`config.mk`:
```
export PLATFORM = sky130hd
export DESIGN_NAME = tlc_sensor_conditioner
export DESIGN_NICKNAME = d
export VERILOG_FILES = /design/src/rtl/tlc_sensor_conditioner.sv
export SDC_FILE = /design/constraint.sdc
export NUM_CORES = 1
export LEC_CHECK = 0
export BUFFER_PORTS_ARGS = -buffer_cell sky130_fd_sc_hd__buf_4
export CORE_MARGIN = 3
export CORE_UTILIZATION = 48
export DETAILED_ROUTE_END_ITERATION = 10
export PLACE_DENSITY = 0.71
export SKIP_CTS_REPAIR_TIMING = 1
export SYNTH_ARGS = -nofsm -noshare
export SYNTH_HDL_FRONTEND = slang
export SYNTH_SLANG_ARGS = --single-unit
```
`constraint.sdc`:
```
create_clock -name clk -period 1.3 [get_ports clk]
set_clock_uncertainty 0.15 [all_clocks]
set_input_delay 0.13 -clock clk [delete_from_list [all_inputs] [get_ports clk]]
set_output_delay 0.13 -clock clk [all_outputs]
set_load 0.02 [all_outputs]
```
`src/rtl/tlc_sensor_conditioner.sv`:
```
`default_nettype none
// +--------------------------------------------------------------------------+
// | tlc_sensor_conditioner: sync, debounce and latch loop-detector requests. |
// | Optional stuck-sensor flags when TLC_SENSOR_STUCK_EN is defined. Rev 1.0 |
// +--------------------------------------------------------------------------+

module tlc_sensor_conditioner #(
  parameter int DEB_CYCLES = 4
`ifdef TLC_SENSOR_STUCK_EN
  ,
  parameter int STUCK_CYCLES = 1024
`endif
) (
  input  logic       clk,
  input  logic       rst,
  input  logic       raw_ew,
  input  logic       raw_lt,
  input  logic       raw_ns,
  input  logic [1:0] dir,
  input  logic       ok,
  output logic       car_ew,
  output logic       car_lt,
  output logic       car_ns
`ifdef TLC_SENSOR_STUCK_EN
  ,
  output logic [2:0] stuck
`endif
);

  localparam int                 c_cnt_w    = $clog2(DEB_CYCLES + 1);
  localparam logic [c_cnt_w-1:0] c_cnt_last = c_cnt_w'(DEB_CYCLES - 1);
`ifdef TLC_SENSOR_STUCK_EN
  localparam int                 c_stk_w    = $clog2(STUCK_CYCLES + 1);
  localparam logic [c_stk_w-1:0] c_stk_max  = c_stk_w'(STUCK_CYCLES);
`endif

  logic [2:0] raw_vec;
  logic [2:0] car_vec;

  assign raw_vec = {raw_ns, raw_lt, raw_ew};

  // Channel index doubles as the dir code that serves it (0=EW, 1=LT, 2=NS).
  for (genvar i = 0; i < 3; i++) begin : g_ch
    logic               s1_q, s2_q;
    logic               stable_q, stable_d;
    logic [c_cnt_w-1:0] cnt_q, cnt_d;
    logic               latch_q, latch_d;
    logic               car_q, car_d;
    logic               serve;
    logic               force_on;

`ifdef TLC_SENSOR_STUCK_EN
    logic [c_stk_w-1:0] stk_cnt_q, stk_cnt_d;
    logic               stuck_q, stuck_d;

    always_comb begin
      stk_cnt_d = '0;
      if (stable_q) begin
        stk_cnt_d = (stk_cnt_q == c_stk_max) ? stk_cnt_q : stk_cnt_q + c_stk_w'(1);
      end
      stuck_d = stable_q & (stuck_q | (stk_cnt_d == c_stk_max));
    end

    always_ff @(posedge clk) begin
      if (rst) begin
        stk_cnt_q <= '0;
        stuck_q   <= 1'b0;
      end else begin
        stk_cnt_q <= stk_cnt_d;
        stuck_q   <= stuck_d;
      end
    end

    assign force_on = stuck_q;
    assign stuck[i] = stuck_q;
`else
    assign force_on = 1'b0;
`endif

    assign serve = ok && (dir == 2'(i));

    always_comb begin
      stable_d = stable_q;
      cnt_d    = '0;
      if (s2_q != stable_q) begin
        if (cnt_q == c_cnt_last) begin
          stable_d = ~stable_q;
        end else begin
          cnt_d = cnt_q + c_cnt_w'(1);
        end
      end
      // A fresh detection outranks a serve landing on the same edge.
      latch_d = (stable_d & ~stable_q) | (latch_q & ~serve);
      car_d   = stable_q | latch_q | force_on;
    end

    always_ff @(posedge clk) begin
      if (rst) begin
        s1_q     <= 1'b0;
        s2_q     <= 1'b0;
        stable_q <= 1'b0;
        cnt_q    <= '0;
        latch_q  <= 1'b0;
        car_q    <= 1'b0;
      end else begin
        s1_q     <= raw_vec[i];
        s2_q     <= s1_q;
        stable_q <= stable_d;
        cnt_q    <= cnt_d;
        latch_q  <= latch_d;
        car_q    <= car_d;
      end
    end

    assign car_vec[i] = car_q;
  end

  assign car_ew = car_vec[0];
  assign car_lt = car_vec[1];
  assign car_ns = car_vec[2];

endmodule

`default_nettype wire

```
==> flow_summary.toml <==
[run_status]
outcome = "finished clean"

[place]
dp_hpwl_um = 827.9
dp.cells = 110
io_buffers = 10
place_area_um2 = 972.2
gp_congestion = 0.6661
place_ws_ps = 9.211

[yosys]
yosys.area_share.simple_pct = 25.59
synth_top_area_cell = "dfxtp_1"
synthTopCellsByArea = "dfxtp_1 53%, ha_1 8.3%, nor4b_2 5.0%, buf_6 3.8%, nand2b_1 3.5%"
yosys_register_bits = 24
syn_area_um2 = 899.6
netlist_top_cells_count = "24 x dfxtp_1, 7 x nor2_1, 6 x ha_1, 5 x nand2b_1, 5 x nor4_1"
muxShareOfSynthArea_pct = 1.113
synth-edff-count = 0
synth_fa_ha_area_share_pct = 8.345
ys_seq_area_share_pct = 53.41
synth_top_area_share_pct = 53.41
synthFlopType = "dfxtp_1"
synth_cell_types = 20
synth_xor_area_share_pct = 2.921
yosysWarnings = 0
synthArstFlopShare_pct = 0
synth.avg_cell_area_um2 = 11.53
synth_compound_area_share_pct = 3.616
yosysMostFrequentCell = "dfxtp_1"
syn_nets = 92
netlist_instances = 78
synth_top_family_by_area = "simple AND/OR/NAND/NOR gates"

[finish]
stdcell_area_mm2 = 0.001089
syn2layout_area_growth_pct = 21.00
utilization_pct = 62.37
antenna_cells = 0
drive_gt1_share_pct = 22.58
layout.nets = 109
stdcell_count = 118

[global_route]
grt_usage_pct = 10.17
grt_first_pass_wirelength_um = 1883
grt_pass1_vias = 453
grt_max_degree = 28
grt_remaining_overflow = 0
antenna_found_initial = 0

[timing]
final_hold_viol_count = 0
setup_tns_ps = 0
maxSlewViolCount = 0
worst_slack_ps = 53.28
relSlewSlack_pct = 75.62
period_share_pct = 95.90
setup_viol = 0
hold_ws_ps = 26.80
max_freq_mhz = 802.1
fin_crit_ps = 1247
worstMarginPinSlew_ps = 363.1

[routing]
via_per_inst = 4.814
drc = 0
dr.first_iter.drc_count = 4
wirelength_um = 1241
post_drt_wl_per_cell_um = 10.52
vias = 568
drt_first_pass_iters = 2
drtAntennaViolNets = 0

[setup_path]
crit_type = "register to register"
worstPathRequired_ps = 1360
crit_slowest_cell = "dfxtp_1"
crit_chain = "ha_1 -> ha_4 -> nor4_1"
endpoint_kind = "register"
cp_max_fo = 2
slowest_delay_ps = 340
cp-start-kind = "register"
cp.arrival_ps = 1310
rrSetupSlack_ps = 50

[floorplan]
die_x_um = 49.29
die-area_mm2 = 0.002430
die_h_um = 49.29
start_util_pct = 51.54
core-area_mm2 = 0.001745
rows = 15
io_pins = 11

[power_and_ir_drop]
p_sw_share_pct = 20.12
powerDensity_mw_per_mm2 = 1026
p_switching_mw = 0.2248
p_int_mw = 0.8924
power_frac_comb_pct = 5.7
pwr-share-clk_pct = 27.0
total_power_mw = 1.117
ir_drop_mv = 0.6434
p_leak_nw = 0.4058
seqPwrFrac_pct = 67.3

[clock_tree]
cts_tree = "built"
clock-sinks = 24
clockBufferDepth = 2
path_clk_slew_ps = 120
root_buffer = "clkbuf_4"
cts_made_buffers = 3
h-tree-depth = 1
clock_latency_ps = 290

[run]
drv_cap = 0

[min_path]
min_path_type = "primary input to register"
==> registers in the layout, summed over array words and instances (netlist names) <==
signal,count
g_ch.cnt_q,9
g_ch.latch_q,3
g_ch.s1_q,3
g_ch.s2_q,3
g_ch.stable_q,3
car_ew,1
car_lt,1
car_ns,1
==> path summary, 6_finish.rpt <==
kind	startpoint	end	depth (start not counted)
setup / recovery	g_ch[0].cnt_q[0]	g_ch[0].cnt_q[2]	3
hold / removal	ok	g_ch[2].latch_q	3
setup reg to reg	g_ch[0].cnt_q[0]	g_ch[0].cnt_q[2]	3
hold reg to reg	g_ch[2].s1_q	g_ch[2].s2_q	1
==> layout by cell type, fill, tap and decap left out, types with 4 or more instances in the layout <==
cell	synthesis	routed
nor4_1	5	4
buf_4	0	10
dlygate4sd3_1	0	5
nand2b_1	5	5
nor2b_1	4	4
nor2_1	7	7
dfxtp_1	24	24
==> kinds of logic after synthesis <==
group | count (synthesis)
AND/OR/NAND/NOR | 33
flip-flops | 24
buffers and inverters | 6
adder cells (fa/ha/maj) | 6
AO/OA/AOI/OAI | 5
XOR/XNOR | 3
multiplexers | 1
==> routing by layer <==
layer	vias up	GRT usage, %	wire length [µm]
met1	256	13.12	593
met4	0	7.109	17
met5	-	0	0
met2	9	14.51	575
met3	2	2.752	56
li1	301	-	-
==> area by class of cell <==
| cell class | instances | area, µm² |
|---|---|---|
| Fill cell | 153 | 656.9 |
| Sequential cell | 24 | 480.5 |
| Multi-Input combinational cell | 48 | 417.9 |
| Timing Repair Buffer | 15 | 125.1 |
| Tap cell | 25 | 31.28 |
| Clock buffer | 3 | 22.52 |
| Inverter | 3 | 11.26 |
==> critical path, delay by kind of cell, from the launching register on <==
kind / cells / cell delay (ps)
adders and majority gates: 2 / 430
DFF: 1 / 340
and+or+nand+nor: 1 / 240
==> power groups by stage <==
stage               clock network, mW  registers, mW  logic, mW
finish                          0.301          0.752     0.0638
CTS                             0.312          0.753     0.0514
global placement                    0          0.768     0.0501
detailed placement                  0          0.769     0.0515
global route                    0.342          0.754     0.0705
floorplan                           0          0.767     0.0393
(Power assumes the default switching activity.)
